===== src/rtl/fa.sv =====
// Registered WIDTH-bit ripple-carry adder built from full-adder bit cells.
// Besides the sum and carry, it exposes the per-bit propagate/generate terms
// and the group propagate/generate pair. All outputs come straight from
// registers and update only on accepted (in_valid) cycles.

// Single full-adder bit cell, purely combinational.
module fa_bit (
    input  logic a,
    input  logic b,
    input  logic ci,
    output logic s,
    output logic co,
    output logic p,
    output logic g
);
    assign p  = a ^ b;
    assign g  = a & b;
    assign s  = p ^ ci;
    assign co = g | (p & ci);
endmodule

module fa #(
    parameter int WIDTH = 1
) (
    input  logic             clk,
    input  logic             rst,
    input  logic             in_valid,
    input  logic [WIDTH-1:0] a,
    input  logic [WIDTH-1:0] b,
    input  logic             cin,
    output logic [WIDTH-1:0] sum,
    output logic             cout,
    output logic             out_valid,
    output logic [WIDTH-1:0] prop,
    output logic [WIDTH-1:0] gen,
    output logic             grp_p,
    output logic             grp_g
);
    // c:  ripple carry chain seeded with cin.
    // gc: the same chain seeded with 0. Its top bit is the group generate,
    //     so grp_g | (grp_p & cin) == cout holds by construction.
    logic [WIDTH:0]   c;
    logic [WIDTH:0]   gc;
    logic [WIDTH-1:0] s_d;
    logic [WIDTH-1:0] p_d;
    logic [WIDTH-1:0] g_d;

    assign c[0]  = cin;
    assign gc[0] = 1'b0;

    for (genvar i = 0; i < WIDTH; i++) begin : g_bit
        fa_bit u_bit (
            .a  (a[i]),
            .b  (b[i]),
            .ci (c[i]),
            .s  (s_d[i]),
            .co (c[i+1]),
            .p  (p_d[i]),
            .g  (g_d[i])
        );
        assign gc[i+1] = g_d[i] | (p_d[i] & gc[i]);
    end

    // The result registers load only on accepted inputs and hold otherwise.
    // Reset clears them immediately.
    always_ff @(posedge clk or posedge rst) begin
        if (rst) begin
            sum   <= '0;
            cout  <= 1'b0;
            prop  <= '0;
            gen   <= '0;
            grp_p <= 1'b0;
            grp_g <= 1'b0;
        end else if (in_valid) begin
            sum   <= s_d;
            cout  <= c[WIDTH];
            prop  <= p_d;
            gen   <= g_d;
            grp_p <= &p_d;
            grp_g <= gc[WIDTH];
        end
    end

    // Single-stage valid pipe. It pulses for one cycle per accepted input.
    // Reset drops any result that is still in flight.
    always_ff @(posedge clk or posedge rst) begin
        if (rst) out_valid <= 1'b0;
        else     out_valid <= in_valid;
    end
endmodule


===== config.mk =====
export PLATFORM = sky130hd
export DESIGN_NAME = fa
export DESIGN_NICKNAME = d
export VERILOG_FILES = /design/src/rtl/fa.sv
export SDC_FILE = /design/constraint.sdc
export NUM_CORES = 1
export LEC_CHECK = 0
export CORE_AREA = 2 2 39 41
export DETAILED_ROUTE_END_ITERATION = 12
export DIE_AREA = 0 0 41 43
export PLACE_DENSITY = 0.44
export SYNTH_ARGS = -nofsm -noshare
export SYNTH_HDL_FRONTEND = slang
export SYNTH_SLANG_ARGS = --single-unit

===== constraint.sdc =====
create_clock -name clk -period 2 [get_ports clk]
set_clock_uncertainty 0.2 [all_clocks]
set_input_delay 0.6 -clock clk [delete_from_list [all_inputs] [get_ports clk]]
set_output_delay 0.6 -clock clk [all_outputs]
set_load 0.1 [all_outputs]

==> results.ini <==
[run_status]
run_status = complete, no violations

[power_and_ir_drop]
power.share.clock_pct = 24.6
power_leakage_nw = 0.1981
p_sw_share_pct = 42.89
ir_drop_v = 0.0003826
intPower_mw = 0.2782
p_per_area_nw_per_um2 = 1075
seq_power_share_pct = 27.1
power.total_mw = 0.4871
p_switching_mw = 0.2089
combPwrFrac_pct = 48.4

[grt]
grt_pass1_vias = 171
grt_max_degree = 6
gr-usage-all-layers_pct = 7.186
grt.overflow.total = 0
grt_pass1_wl_um = 731
antenna_found_initial = 0

[clock_tree]
post_cts_buffers = 0
htree_levels = 1
ctsLongestPathBuffers = 2
cts_resized = 0
numCtsBuffers = 3
cts.sinks = 5
clkTransAtPathRegs_ns = 0.05
clk-insertion-delay-late_ns = 0.24
cts_tree = done
ctsHoldBuffers = 0
cts_root_buffer = clkbuf_4

[setup_path]
crit_fanout = 2
r2r_end = grp_p$_DFFE_PP0P_
reg2reg_slack_ns = 0.98
crit_arrival_ns = 1.79
worstSetupPathType = primary input to flop
r2r-start = grp_p$_DFFE_PP0P_
crit_path_end_kind = flop
required_ns = 1.93
rr_worst_depth = 1
start_kind = primary input

[logic_synthesis]
synth_area_um2 = 221.5
synth.yosys.seq_area_share_pct = 56.50
yosys_warnings = 0
netlist_top_cells_area = dfrtp_1 56%, mux2_2 20%, fa_1 9.0%
yosysUniqueCellTypes = 6
synth_fp_nets = 22
synth_cells = 14
synth-seq-cells = 5
syn_avg_cell_area_um2 = 15.82
synth_area_leader_cell = dfrtp_1
synth_top_area_share_pct = 56.50

[timing]
fmax_mhz = 537.9
setup_viol = 0
fin_crit_sh_pct = 92.96
rsz0062_at_grt = no
finalHoldViolations = 0
worst_pin_slew_ns = 0.2233
finalCriticalPeriod_ns = 1.859
relSlewSlack_pct = 85.07
tns_ns = 0
drv_slew = 0

[min_path]
hp-class = primary input to async pin

[detailed_routing]
drtIter0Drc = 0
post_drt_wl_per_cell_um = 9.711
vias_per_cell = 3.667
firstDrtPassIters = 1
drt-total-wl_um = 437
ant_nets = 0
drcViolationCount = 0
vias = 165

[final_layout]
final_nets = 38
antenna_cells = 0
drive_gt1_share_pct = 58.62
area_growth_pct = 104.5
num-fill-cells = 138

[die]
dieArea_um2 = 1763
coreArea_um2 = 1384
ios = 13
rows = 14
die_h_um = 43
start_util_pct = 16.00
die_x_um = 41

[placement]
portBuffers = 12
routabilityCongestion = 0.5743

[run]
cap_viol_max_count = 0

[final cells by class]
type	count	area, µm²	share of cell area, %
sequential	5	127.6	28.18
clock buffer	4	26.28	5.801
timing repair buffer	13	197.7	43.65
multi-input combinational	6	77.57	17.13
tap	16	20.02	4.420
inverter	1	3.754	0.8287
[cells in the mapped netlist]
cell type	count
dfrtp_1	5
mux2_2	4
buf_4	2
fa_1	1
ha_1	1
inv_1	1
[power by group through the flow]
stage,clock network [mW],logic (mW),registers (mW)
6_report,0.120,0.236,0.132
5_1_grt,0.134,0.242,0.134
4_1_cts,0.127,0.237,0.132
3_5_place_dp,0,0.237,0.134
3_3_place_gp,0,0.237,0.133
2_1_floorplan,0,0.0592,0.215
[layer usage]
metal	vias up	routed length (µm)	GRT usage, %
li1	73	-	-
met1	77	159	7.921
met2	15	213	8.438
met3	0	64	5.759
met4	0	0	6.000
met5	-	0	0
[cell usage in the layout (no fill, tap or decap)]
cell	instances
clkbuf_1	1
buf_12	7
dfrtp_1	3
clkdlybuf4s50_1	5
clkbuf_4	3
ha_1	1
inv_1	1
fa_1	1
mux2_2	4
dfrtp_2	2
buf_4	1
[critical path, stage by stage]
cell and delay (ns):
clkdlybuf4s50_1 0.45, fa_1 0.48, mux2_2 0.26
[cell families (layout without fill, tap and decap cells)]
group                    Yosys count  in the layout  share of synthesized area, %
adder cells (fa/ha/maj)            2              2                         14.69
buffers and inverters              3             18                         8.471
flip-flops                         5              5                         56.50
multiplexers                       4              4                         20.34
[worst max path at each step]
| stage | start | to | slack, ns | cells after the start |
|---|---|---|---|---|
| after global routing | b | sum$_DFFE_PP0P_ | 0.12 | 3 |
| after floorplan | grp_g$_DFFE_PP0P_ | grp_g | 0.16 | 1 |
| final | a | sum$_DFFE_PP0P_ | 0.14 | 3 |
| after global placement | a | sum$_DFFE_PP0P_ | -0.12 | 3 |
| after detailed placement | a | sum$_DFFE_PP0P_ | -0.12 | 3 |
| after CTS | a | sum$_DFFE_PP0P_ | 0.14 | 3 |
[registers in the layout, summed over array words and instances, names as in the netlist]
| name | count |
|---|---|
| out_valid | 1 |
| grp_p | 1 |
| sum | 1 |
| cout | 1 |
| grp_g | 1 |
[through the flow]
step                      instances  area (µm²)  setup WS, ns  utilization, %  hold slack (ns)
after global placement           41       426.7       -0.1192           30.83           0.3686
after detailed placement         41       426.7       -0.1205           30.83           0.3665
after global routing             45       452.9        0.1202           32.73           0.3661
after floorplan                  14       224.0        0.1555               -           0.1784
after CTS                        45       452.9        0.1433           32.73           0.3627
final                            45       452.9        0.1409           32.73           0.3676
No activity file was read; power rests on OpenSTA's default activity.
